--- src/rtl/and_or_arbiter.sv ---
// rtl/and_or_arbiter.sv - two-requester arbiter/sequencer for the shared AND/OR logic unit
// Optional round-robin conflict resolution: define AND_OR_ARB_RR_EN.
module and_or_arbiter #(
    parameter int WIDTH = 32
) (
    input  logic             clk,
    input  logic             rst_n,
    input  logic             req0_valid,
    output logic             req0_ready,
    input  logic [WIDTH-1:0] req0_a,
    input  logic [WIDTH-1:0] req0_b,
    input  logic             req0_sel,
    input  logic             req1_valid,
    output logic             req1_ready,
    input  logic [WIDTH-1:0] req1_a,
    input  logic [WIDTH-1:0] req1_b,
    input  logic             req1_sel,
    output logic [WIDTH-1:0] alu_a,
    output logic [WIDTH-1:0] alu_b,
    output logic             alu_sel,
    input  logic [WIDTH-1:0] alu_result,
    output logic             rsp_valid,
    input  logic             rsp_ready,
    output logic             rsp_id,
    output logic [WIDTH-1:0] rsp_data,
    output logic             busy
);

    typedef enum logic [1:0] {
        IDLE,
        EXEC,
        RESP
    } state_t;

    state_t state, state_nxt;
    logic   winner;
    logic   accept;

    assign accept = (state == IDLE) && (req0_valid || req1_valid);

`ifdef AND_OR_ARB_RR_EN
    // Pointer holds the most recent grant; reset to 1 so requester 0 wins the first conflict.
    logic last_grant;

    always_ff @(posedge clk or negedge rst_n) begin
        if (!rst_n) begin
            last_grant <= 1'b1;
        end else if (accept) begin
            last_grant <= winner;
        end
    end

    always_comb begin
        winner = 1'b0;
        if (req0_valid && req1_valid) begin
            winner = ~last_grant;
        end else if (req1_valid) begin
            winner = 1'b1;
        end
    end
`else
    assign winner = ~req0_valid & req1_valid;
`endif

    always_ff @(posedge clk or negedge rst_n) begin
        if (!rst_n) begin
            state <= IDLE;
        end else begin
            state <= state_nxt;
        end
    end

    always_comb begin
        state_nxt = state;
        case (state)
            IDLE:    if (req0_valid || req1_valid) state_nxt = EXEC;
            EXEC:    state_nxt = RESP;
            RESP:    if (rsp_ready) state_nxt = IDLE;
            default: state_nxt = IDLE;
        endcase
    end

    always_ff @(posedge clk or negedge rst_n) begin
        if (!rst_n) begin
            alu_a    <= '0;
            alu_b    <= '0;
            alu_sel  <= 1'b0;
            rsp_id   <= 1'b0;
            rsp_data <= '0;
        end else begin
            if (accept) begin
                alu_a   <= winner ? req1_a : req0_a;
                alu_b   <= winner ? req1_b : req0_b;
                alu_sel <= winner ? req1_sel : req0_sel;
                rsp_id  <= winner;
            end
            if (state == EXEC) begin
                rsp_data <= alu_result;
            end
        end
    end

    // Ready is masked by reset so it reads 0 while rst_n is low even with valid high.
    assign req0_ready = rst_n && (state == IDLE) && req0_valid && !winner;
    assign req1_ready = rst_n && (state == IDLE) && req1_valid && winner;
    assign rsp_valid  = (state == RESP);
    assign busy       = (state != IDLE);

endmodule

--- config.mk ---
export PLATFORM = sky130hd
export DESIGN_NAME = and_or_arbiter
export DESIGN_NICKNAME = d
export VERILOG_FILES = /design/src/rtl/and_or_arbiter.sv
export SDC_FILE = /design/constraint.sdc
export NUM_CORES = 1
export LEC_CHECK = 0
export ABC_CLOCK_PERIOD_IN_PS = 2700
export BUFFER_PORTS_ARGS = -buffer_cell sky130_fd_sc_hd__buf_2
export CORE_ASPECT_RATIO = 0.8
export CORE_MARGIN = 4
export CORE_UTILIZATION = 35
export DETAILED_ROUTE_END_ITERATION = 10
export PLACE_DENSITY = 0.66
export SYNTH_ARGS = -nofsm -noshare
export SYNTH_HDL_FRONTEND = slang
export SYNTH_SLANG_ARGS = --single-unit
--- constraint.sdc ---
create_clock -name clk -period 2.7 [get_ports clk]
set_clock_uncertainty 0.05 [all_clocks]
set_input_delay 0.135 -clock clk [delete_from_list [all_inputs] [get_ports clk]]
set_output_delay 0.135 -clock clk [all_outputs]
set_load 0.05 [all_outputs]
# Word-level counts from Yosys, hierarchy flattened
# Cells that the tools add are included.
[word_totals]
regBits = 100
latch_bits = 0
ramBits = 0
rom_bits = 0
inputBits = 167
out_inout_bits = 102
elab_cells = 29
n_memories = 0
[op_classes]
n_addsub = 0
mul = 0
n_div = 0
magnitude_cmp = 0
eq_ne = 4
shifts = 0
mux = 6
n_bitwise = 2
n_reduce_logical = 11
[op_table]
columns = ["operator", "count"]
rows = [
  ["two-way mux 32 bit", 2],
  ["logical AND 1 bit", 6],
  ["one-hot mux 2 bit (3 select lines)", 1],
  ["two-way mux 2 bit", 2],
  ["inequality test 2 x 1 -> 1 bit, second input constant", 2],
  ["equality test 2 x 1 -> 1 bit, second input constant", 1],
  ["equality test 2 bit, second input constant", 1],
  ["zero test 2 bit", 1],
  ["AND reduction 2 bit", 1],
  ["nonzero test 2 bit", 1],
  ["AND 1 bit", 1],
  ["zero test 1 bit", 1],
  ["logical OR 1 bit", 1],
  ["two-way mux 1 bit", 1],
  ["NOT 1 bit", 1],
]

# Logic depth before layout (Yosys ltp)
[depth]
word_depth = 4
mapped_depth = 5

# Least setup slack after synthesis
# OpenSTA, ideal clock, no wires.
[synth_timing]
path_type = "flip-flop to flip-flop"
from = "reg state[0]"
to = "reg alu_a[0]"
setup_ps = 125
arrival_ps = 1358
path_slack_ps = 1167
stages_incl_launch_ff = 6
n_path_buf = 2
period_less_slack_ps = 1533
path_cell_list = "dfrtp_1 nor2_2 o21a_1 buf_4 buf_6 mux2_4"
[synth_via]
elab_chain_cells = 2
[synth_rtl]
columns = ["element", "line_no", "rtl"]
rows = [
  ["start, declared", "35", "state_t state, state_nxt;"],
  ["start signal, assigned", "69", "state <= state_nxt;"],
  ["zero test 2 bit", "39", "assign accept = (state == IDLE) && (req0_valid || req1_valid);"],
  ["logical AND 1 bit", "39", ""],
  ["end signal, assigned", "92", "alu_a <= winner ? req1_a : req0_a;"],
  ["end, declared", "18", "output logic [WIDTH-1:0] alu_a,"],
]
# Every way passes these cells.
# A chain may end at the register's enable or synchronous reset.

# Worst setup path after layout
[layout_timing]
from = "in req0_valid"
to = "out req1_ready"
[layout_via]
elab_chain_cells = 3
[layout_rtl]
columns = ["element", "line_no", "rtl"]
rows = [
  ["start, declared", "8", "input logic req0_valid,"],
  ["NOT 1 bit", "62", "assign winner = ~req0_valid & req1_valid;"],
  ["AND 1 bit", "62", ""],
  ["logical AND 1 bit", "105", "assign req1_ready = rst_n && (state == IDLE) && req1_valid && winner;"],
  ["end, declared", "14", "output logic req1_ready,"],
]
# Every way passes these cells.

==> results.md <==
- Die area: 15800 um2
- Area of the multi-input gates: approximately 2200 um2
- Lkg Pwr: 3.53 nW
- CTS root buffer: clkbuf_16
- Synth unique cells: 16
- Ys flop type: dfrtp_1
- Post-DP HPWL: slightly below 9000 um
- CTS tree: built
- Worst Hold Class: primary input to flip-flop
- Placement Setup Slack: slightly below 900 ps
- Final Max Slew Viols: 0
- Post-layout minimum cycle time: a little over 2000 ps
- Resize count post-CTS: 0
- Core Rows: 38
- Worst rel slew slack: between 70% and 80%
- Most frequent cell after synthesis: dfrtp_1
- Status: completed
- Via density: between 4 and 5
- Final Wtd Congestion: 0.800
- Total GRT Usage: between 10 and 15%
- Unrepaired setup endpoints after global routing: no
- First-pass GRT wire length: ~19000 um
- Crit path kind: primary input to output port
- Startpoint types: primary input
- Overflow after GRT: 0
- Fraction of layout cells with a size suffix above 1: roughly three quarters
- FMAX: ~0.5 GHz
- Yosys warns: 0
- CTS buffer count: 9
- CP required: 2520 ps
- Synth top area cells: dfrtp_1 (52%), mux2_4 (24%), mux2_2 (20%)
- Register area: between 2000 and 3000 um2
- Register area share after synthesis: roughly 52%
- Antenna Nets Post-Route: 0
- Yosys top cell area share: 51.6%
- Clock-pin slew on the worst setup and hold paths: 70 ps
- 1st-iter DRT viols: 90
- Setup TNS: 0 ps
- Nets@finish: 760
- CP endpoint kind: output port
- DR WL/cell: 15.2 um
- Worst-path maximum fanout: 66
- Fin worst setup slack: 679 ps
- Largest net degree at the start of global routing: 75
- Core area: approximately 14000 um2
- Initial core utilization: 35.8%
- H-Tree Depth: 3
- Asr flop ratio synth: 100%
- Final hold viol count: 0
- Remaining DRCs: 0
- Mapped Area: 4850 um2
- Largest area contributor in the netlist: dfrtp_1
- Clk Latency, worst-skew pair: approximately 340 ps
- Max clock buf depth: 2
- Vias post-DR: 3519
- Ant. Diodes: 0
- CTS Sinks: 100
- P per Cell Area: approximately 1400 nW/um2
- Max IR drop VDD: 0.000965 V
- EDFF count, synth: 0
- Port Buffers: ~270
- Die Wd: between 100 and 150 um
- I/O pin count: 269
- Synthesized flop and latch total: 100
- Initial antenna violation count: 0
- Final setup vio count: 0
- Routed WL: around 12000 um
- Die height: about 110 um
- Worst Tran Pin Value: 441 ps
- Synth cell count leaders: dfrtp_1 (100), mux2_2 (84), mux2_4 (78)
- Fillers: 1168
- Arr. time, crit path: between 1500 and 2000 ps
- Final period util: around three quarters
- Syn Inst Count: slightly below 300
- Pre-antenna DRT Iters: 4
- Area grow syn2layout: 44.2%
- Vias in the first global route: ~3800
- Syn Nets: 459
- Max Cap Viol: 0
- Mean Syn Cell Area: around 17 um2
## flip-flops by register name, indices dropped and copies added (netlist names)
register	count
alu_b	32
alu_sel	1
rsp_data	32
rsp_id	1
state	2
alu_a	32
## final timing paths
path                              start           end  slack (ps)  depth (start not counted)
setup reg to reg               state[0]       alu_sel         900                          4
min in group asynchronous         rst_n     alu_a[25]         240                          2
hold reg to reg            rsp_data[31]  rsp_data[31]         450                          1
hold / removal               req1_valid        rsp_id          60                          3
setup / recovery             req0_valid    req1_ready         680                          6
max in group asynchronous         rst_n  rsp_data[24]        1640                          3
## cells in the final DEF, fill, tap and decap left out
cell           synthesis  final
o21a_4                 0      1
inv_1                  2      2
dfrtp_1              100    100
a21oi_1                2      2
buf_4                  1      3
mux2_4                78     78
inv_8                  0      2
dlygate4sd3_1          0     35
buf_12                 0      3
and3_1                 2      2
nor2_2                 1      1
clkbuf_16              0      9
clkinv_4               0      3
nor2b_4                0      1
mux2_2                84     84
nand2b_1               2      2
buf_2                  7    267
inv_6                  0      2
o21ai_0                1      1
## per-layer routing
| metal | share of wire, % | track usage (%) | vias up |
|---|---|---|---|
| met4 | 2.0 | 5.04 | 0 |
| met5 | 0 | 0 | - |
| met1 | 39 | 16.7 | 1680 |
| li1 | - | - | 1651 |
| met2 | 50 | 26.1 | 168 |
| met3 | 9.3 | 6.08 | 20 |
## cell families (layout without fill, tap and decap cells)
family          Yosys count  in the layout  synth area share [%]
mux                     162            162                  43.7
simple gates              6              6                 0.775
buf+inv                  20            326                  3.43
flops                   100            100                  51.6
compound gates            4              4                 0.465
## area by class of cell
| cell class | instances | share of cell area, % |
|---|---|---|
| clock inverter | 7 | 0.949 |
| clock buffer | 9 | 3.22 |
| timing repair buffer | 308 | 25.3 |
| tap | 180 | 3.22 |
| inverter | 2 | 0.107 |
| multi-input combinational | 172 | 31.4 |
| sequential | 100 | 35.8 |
## through the flow
step	hold slack (ps)	instances	util, %	power, mW	cell area (um2)
6_report	61.8	778	51.6	9.66	6990
3_5_place_dp	48.8	727	46.8	8.45	6350
4_1_cts	43.5	778	51.6	9.79	6990
3_3_place_gp	36.2	727	46.8	8.35	6350
5_1_grt	63.3	778	51.6	10.1	6990
2_1_floorplan	-211	292	-	7.15	4850
## report_power, final
part / total [mW] / switching, mW / internal [mW] / leakage, nW
sequential: 2.68 / 0.405 / 2.28 / 1.17
combinational: 5.72 / 3.84 / 1.88 / 2.21
clock: 1.25 / 0.600 / 0.649 / 0.144
total: 9.66 / 4.85 / 4.81 / 3.53
## worst max-delay path, stage by stage
cell	delay, ps
dlygate4sd3_1	550
buf_2	160
nor2b_4	130
buf_12	360
and3_1	220
buf_2	260
## repair_timing
action / CTS / global route
hold buffers: 35 / 0
hold endpoints to repair: 60 / 0
setup buffers: 0 / 0
No activity file was read; power rests on OpenSTA's default activity.
